--- src/rtl/layer0_lut_prog.sv ---
// layer0_lut_prog: serially programmed lookup table with a trailing parity word.
// A load streams 2**ADDR_W entries (address 0 first) followed by one parity word
// equal to the XOR of all entries; a matching parity arms the table for
// single-cycle registered lookups on M0 -> M1.
// Optional feature: define LUT_READBACK_EN to add the rb_req/rb_bit/rb_valid
// readback port that streams the whole table out in RUN.
module layer0_lut_prog #(
    parameter int ADDR_W = 6,
    parameter int OUT_W  = 1
) (
    input  logic              clk,
    input  logic              rst,
    input  logic              cfg_start,
    input  logic [OUT_W-1:0]  cfg_bit,
    input  logic              cfg_valid,
    output logic              cfg_ready,
    input  logic [ADDR_W-1:0] M0,
    input  logic              in_valid,
    output logic [OUT_W-1:0]  M1,
    output logic              out_valid,
    output logic              loaded,
    output logic              err,
`ifdef LUT_READBACK_EN
    input  logic              rb_req,
    output logic [OUT_W-1:0]  rb_bit,
    output logic              rb_valid,
`endif
    output logic              busy
);

    localparam int DEPTH = 2 ** ADDR_W;
    localparam logic [ADDR_W:0] CNT_ONE = 1;

    typedef enum logic [1:0] {IDLE, LOAD, RUN} state_t;

    state_t             state;
    logic [OUT_W-1:0]   tbl [DEPTH];
    logic [ADDR_W:0]    cnt;
    logic               armed;
    logic               start;
    logic               xfer;
    logic [OUT_W-1:0]   xor_all;

    // The first edge after reset release only arms the block; inputs are ignored.
    assign start = cfg_start & armed;
    // cfg_start wins over a coinciding transfer, which is then discarded.
    assign xfer  = cfg_valid & cfg_ready & ~start;

    // Arm input processing one cycle after reset is released.
    always_ff @(posedge clk or posedge rst) begin
        // NOTE: sequential state uses non-blocking assignments so every register
        // samples the pre-edge values, independent of block ordering.
        if (rst) armed <= 1'b0;
        else     armed <= 1'b1;
    end

    // Running parity over the current table image; after a full load every
    // entry has been rewritten, so this is the XOR of this load's entries.
    always_comb begin
        // NOTE: a default before the loop keeps this purely combinational (no latch).
        xor_all = '0;
        for (int i = 0; i < DEPTH; i++) xor_all = xor_all ^ tbl[i];
    end

    // Load controller: state, write counter, table writes, status flags.
    always_ff @(posedge clk or posedge rst) begin
        if (rst) begin
            state     <= IDLE;
            cnt       <= '0;
            cfg_ready <= 1'b0;
            loaded    <= 1'b0;
            err       <= 1'b0;
            // NOTE: the table is a register array, so it is cleared on reset like
            // any other state; a RAM macro would not allow this.
            for (int i = 0; i < DEPTH; i++) tbl[i] <= '0;
        end else if (start) begin
            state     <= LOAD;
            cnt       <= '0;
            cfg_ready <= 1'b1;
            loaded    <= 1'b0;
            err       <= 1'b0;
        end else if (xfer) begin
            if (!cnt[ADDR_W]) begin
                tbl[cnt[ADDR_W-1:0]] <= cfg_bit;
                cnt                  <= cnt + CNT_ONE;
            end else begin
                // Transfer 2**ADDR_W is the parity word; table is kept either way.
                cfg_ready <= 1'b0;
                if (cfg_bit == xor_all) begin
                    loaded <= 1'b1;
                    state  <= RUN;
                end else begin
                    err    <= 1'b1;
                    state  <= IDLE;
                end
            end
        end
    end

    // Lookup pipeline: one registered result per cycle while RUN.
    always_ff @(posedge clk or posedge rst) begin
        if (rst) begin
            M1        <= '0;
            out_valid <= 1'b0;
        end else if (state == RUN && in_valid && !start) begin
            M1        <= tbl[M0];
            out_valid <= 1'b1;
        end else begin
            out_valid <= 1'b0;
        end
    end

`ifdef LUT_READBACK_EN
    localparam logic [ADDR_W:0] RB_ONE = 1;
    logic [ADDR_W:0] rb_idx;

    // Readback streamer: table[0..DEPTH-1] on consecutive cycles after rb_req.
    always_ff @(posedge clk or posedge rst) begin
        if (rst) begin
            rb_valid <= 1'b0;
            rb_bit   <= '0;
            rb_idx   <= '0;
        end else if (start) begin
            rb_valid <= 1'b0;
        end else if (rb_valid) begin
            if (rb_idx[ADDR_W]) begin
                rb_valid <= 1'b0;
            end else begin
                rb_bit <= tbl[rb_idx[ADDR_W-1:0]];
                rb_idx <= rb_idx + RB_ONE;
            end
        end else if (rb_req && state == RUN) begin
            rb_valid <= 1'b1;
            rb_bit   <= tbl[0];
            rb_idx   <= RB_ONE;
        end
    end

    assign busy = cfg_ready | rb_valid;
`else
    // cfg_ready is high exactly while loading, so it doubles as the busy flag.
    assign busy = cfg_ready;
`endif

endmodule

--- config.mk ---
export PLATFORM = sky130hd
export DESIGN_NAME = layer0_lut_prog
export DESIGN_NICKNAME = d
export VERILOG_FILES = /design/src/rtl/layer0_lut_prog.sv
export SDC_FILE = /design/constraint.sdc
export NUM_CORES = 1
export LEC_CHECK = 0
export CORE_MARGIN = 5
export CORE_UTILIZATION = 50
export CTS_CLUSTER_DIAMETER = 200
export DETAILED_ROUTE_END_ITERATION = 8
export PLACE_DENSITY_LB_ADDON = 0.1
export RECOVER_POWER = 25
export REMOVE_ABC_BUFFERS = 1
export SKIP_LAST_GASP = 1
export SYNTH_ARGS = -nofsm -noshare
export SYNTH_HDL_FRONTEND = slang
export SYNTH_SLANG_ARGS = --single-unit
export TNS_END_PERCENT = 50
--- constraint.sdc ---
create_clock -name clk -period 5.58 [get_ports clk]
set_clock_uncertainty 0.05 [all_clocks]
set_input_delay 1.395 -clock clk [delete_from_list [all_inputs] [get_ports clk]]
set_output_delay 1.395 -clock clk [all_outputs]
set_load 0.01 [all_outputs]
After elaboration in Yosys (flattened, before gate mapping)
Index checks and enable logic that the tools add are counted.

Bits in registers: 79. Latch bits: 0. Bits in writable memories: 0. ROM bits: 0. Bits of input ports: 12. Output and inout bits: 6. Word-level logic and storage cells: 188. Memories: 0.

Add/subtract/negate cells: 1. $mul: 0. Div/mod/pow operators: 0. Order comparisons: 3. Equal/unequal tests: 4. Shift operators: 0. Mux-type cells: 25. Bitwise logic cells: 70. Reductions and logical operators: 12.

Operators with widths (number): 64-bit bitwise mux (1); 1-bit bitwise XOR (63); 7-bit two-way mux (3); 1-bit two-way mux (15); 7-bit >= comparator (second input constant) (2); 6-bit NOT with 7-bit output (2); 3-bit AND reduction (3); 2-bit two-way mux (4); 7-bit by 1-bit adder with 7-bit output (second input constant) (1); 7-bit by 1-bit less-than comparator with 1-bit output (second input constant) (1); 1-bit binary-select mux with 6-bit select (1); 1-bit demux with 6-bit select (1); 2-bit nonzero test (3); 2-bit AND reduction (2); 1-bit bitwise AND (3); 1-bit logical AND (3); 2-bit == test (second input constant) (1); 2-bit by 1-bit != test with 1-bit output (second input constant) (1); 2-bit != test (second input constant) (1); 1-bit NOT (2); 1-bit == test (1); 1-bit logical NOT (1).

Longest topological paths before layout
Depth in word-level cells: 68. Depth in mapped cells: 8. Gate-level depth less buffers: 8.

Least setup slack after synthesis
OpenSTA, ideal clock, no wires.

Path type: in2reg. Start: input M0[0]. End: register M1. Arrival: 3.132 ns. Required time: 5.405 ns. Setup slack: 2.274 ns. Cell stages on the path: 8. Path buffers: 2. Cells stage by stage: buf_2 > buf_2 > mux4_2 > a22oi_1 > nand2_1 > a211oi_1 > a21oi_1 > mux2_2.

Longest elaborated chain between the ends: 4.

RTL lines: start, declared (line 17) `input logic [ADDR_W-1:0] M0,`; 6-bit NOT with 7-bit output (not written as such) (line 106) `M1 <= tbl[M0];`; 1-bit binary-select mux with 6-bit select (line 106); 1-bit two-way mux (not written as such) (2 in a row) (line 106); end signal, assigned (line 106); end, declared (line 19) `output logic [OUT_W-1:0] M1,`.

Every way passes these cells. The select of a mux whose other input is x is not followed. A chain may end at the register's enable or synchronous reset.

Final worst setup path
Ends and elaborated chain as after synthesis.

==> reports/results.tsv <==
metric	value	unit
status	finished with violations	
violations	max-capacitance violations, max-slew violations	
rows	34	
final_common_cell	dfrtp_1	
die_x	105	um
cp-end-kind	register	
port_buffers	17	
critical_path_class	primary input to register	
final_cell_mix	78 x dfrtp_1, 64 x mux2_1, 54 x xnor2_1, 47 x nand2_1, 46 x nor2_1	
cts_buffer_depth	2	
synthArstFlopShare	100	%
fin_cells	517	
cts_setup_buffers	0	
wl	10400	um
postRouteAntennaNets	0	
wl_per_cell	20.1	um
grt_start_max_net_pins	65	
syn_inst	393	
overflow	0	
antenna_cells	0	
worstMarginPinSlew	1.94	ns
cts_resized	0	
drv_slew	44	
syn_area	4500	um2
clk_pin_slew	0.09	ns
ctsHtreeMaxLevel	3	
drv_cap	1	
setup_viol	0	
max_freq	0.260	GHz
postCtsHoldBufs	0	
nNetsFinal	417	
dr.pass1.iters	4	
grt_pass1_vias	3065	
via_per_inst	5.81	
cts_inserted_buffers	9	
antenna_found_initial	0	
clock-root-buffer	clkbuf_8	
die-area	11000	um2
clock-sinks	78	
ys_ff_latch	78	
min_path_type	register to register	
rsz0062_at_grt	no	
die-height	105	um
tns	0	ns
path_max_fanout	15	
relSlewSlack	-30.0	%
ios	18	
grt_pass1_wl	17200	um
layout_min_cycle_time	3.84	ns
vias	3002	
groute.usage.overall	20.1	%
cp.arrival	4.02	ns
dp_cells	501	
clkLatencyLatePin	0.35	ns
period_share	68.8	%
drc	0	
ys.flop_type	dfrtp_1	
startpoint_type	primary input	
area_delta_synth_final	10.7	%
p_per_area	311	nW/um2
hpwlAfterDp	7050	um
synth_edf_count	0	
cp.required	5.76	ns
ys_seq_area_share	43.4	%
start_util	51.3	%
peakVddDrop	0.000155	V
dr.first_iter.drc_count	145	
gp_congestion	0.803	
layout-drive-gt1-share	10.5	%
ys_warn_count	0	
p_leak	2.22	nW
synth.distinct_cells	42	
tritoncts	done	
synth.avg_cell_area	11.4	um2
hold_violations	0	
coreArea	8760	um2
sequential cells by signal (all words and copies together), names as in the netlist:
register / cells
tbl: 64
cnt: 7
state: 2
M1: 1
armed: 1
err: 1
loaded: 1
out_valid: 1
final cells by class:
type,instances,area [um2]
clock inverter,5,106
multi-input combinational,294,2460
sequential,78,1950
fill,769,3780
timing repair buffer,20,188
inverter,1,5.00
tap,108,135
clock buffer,11,131
per-layer routing:
layer  GRT usage (%)  up-vias  part of all wire, %
met3            3.33       11                  4.2
met2            31.3       52                   47
met1            29.4     1555                   48
li1                -     1384                    -
met4            4.93        0                  1.0
met5               0        -                    0
power breakdown:
group / internal [mW] / switching, mW
clock network: 0.300 / 0.217
logic: 0.185 / 0.185
registers: 0.604 / 0.0564
total: 1.09 / 0.459
kinds of logic (layout without fill, tap and decap cells):
logic type | after synthesis | after routing | share of synthesized area [%]
mux | 81 | 81 | 24.5
other cells | 1 | 1 | 0.0834
simple gates | 124 | 124 | 12.9
xor+xnor | 68 | 68 | 14.1
flops | 78 | 78 | 43.4
fa+ha+maj | 1 | 1 | 0.278
compound gates | 19 | 19 | 2.87
buf+inv | 21 | 37 | 1.89
cells in the mapped netlist (3+ instances only):
master    number  area (um2)
nor3_1         3        15.0
a21oi_1        5        25.0
dfrtp_1       78        1950
xnor2_1       54         473
nor2_1        46         173
and2_1         3        18.8
mux2_1        64         721
nand3b_1       4        30.0
xor2_1        11        96.3
nand2_1       47         176
clkbuf_1      16        60.1
nor3b_2        3        37.5
a22oi_1        8        60.1
mux4_2        14         315
worst max-delay path: stages:
cell and delay (ns):
clkdlybuf4s50_1 1.10, buf_4 0.26, mux4_2 0.50, a22oi_1 0.19, nand2_1 0.07, a21oi_1 0.15, a21oi_1 0.08, mux2_2 0.26
per-stage QoR:
| stage | utilization (%) | total power [mW] | setup WS [ns] | hold WS (ns) | area [um2] |
|---|---|---|---|---|---|
| final | 56.8 | 1.55 | 1.74 | 0.449 | 4980 |
| after global routing | 56.8 | 1.63 | 1.51 | 0.483 | 4980 |
| after CTS | 56.8 | 1.56 | 1.67 | 0.453 | 4980 |
| after detailed placement | 54.1 | 1.04 | 1.31 | 0.432 | 4740 |
| after global placement | 54.1 | 1.04 | 1.38 | 0.425 | 4740 |
| after floorplan | - | 0.938 | 2.14 | 0.429 | 4420 |
final timing paths:
| path | startpoint | to | slack [ns] | cells past startpoint |
|---|---|---|---|---|
| setup / recovery | M0[0] | M1 | 1.74 | 8 |
| hold / removal | err | err | 0.45 | 1 |
| setup reg to reg | armed | tbl[38] | 2.88 | 5 |
| hold reg to reg | err | err | 0.45 | 1 |
| max in group asynchronous | rst | tbl[9] | 2.33 | 3 |
| min in group asynchronous | rst | tbl[60] | 1.94 | 2 |
No activity file was read; power rests on OpenSTA's default activity.
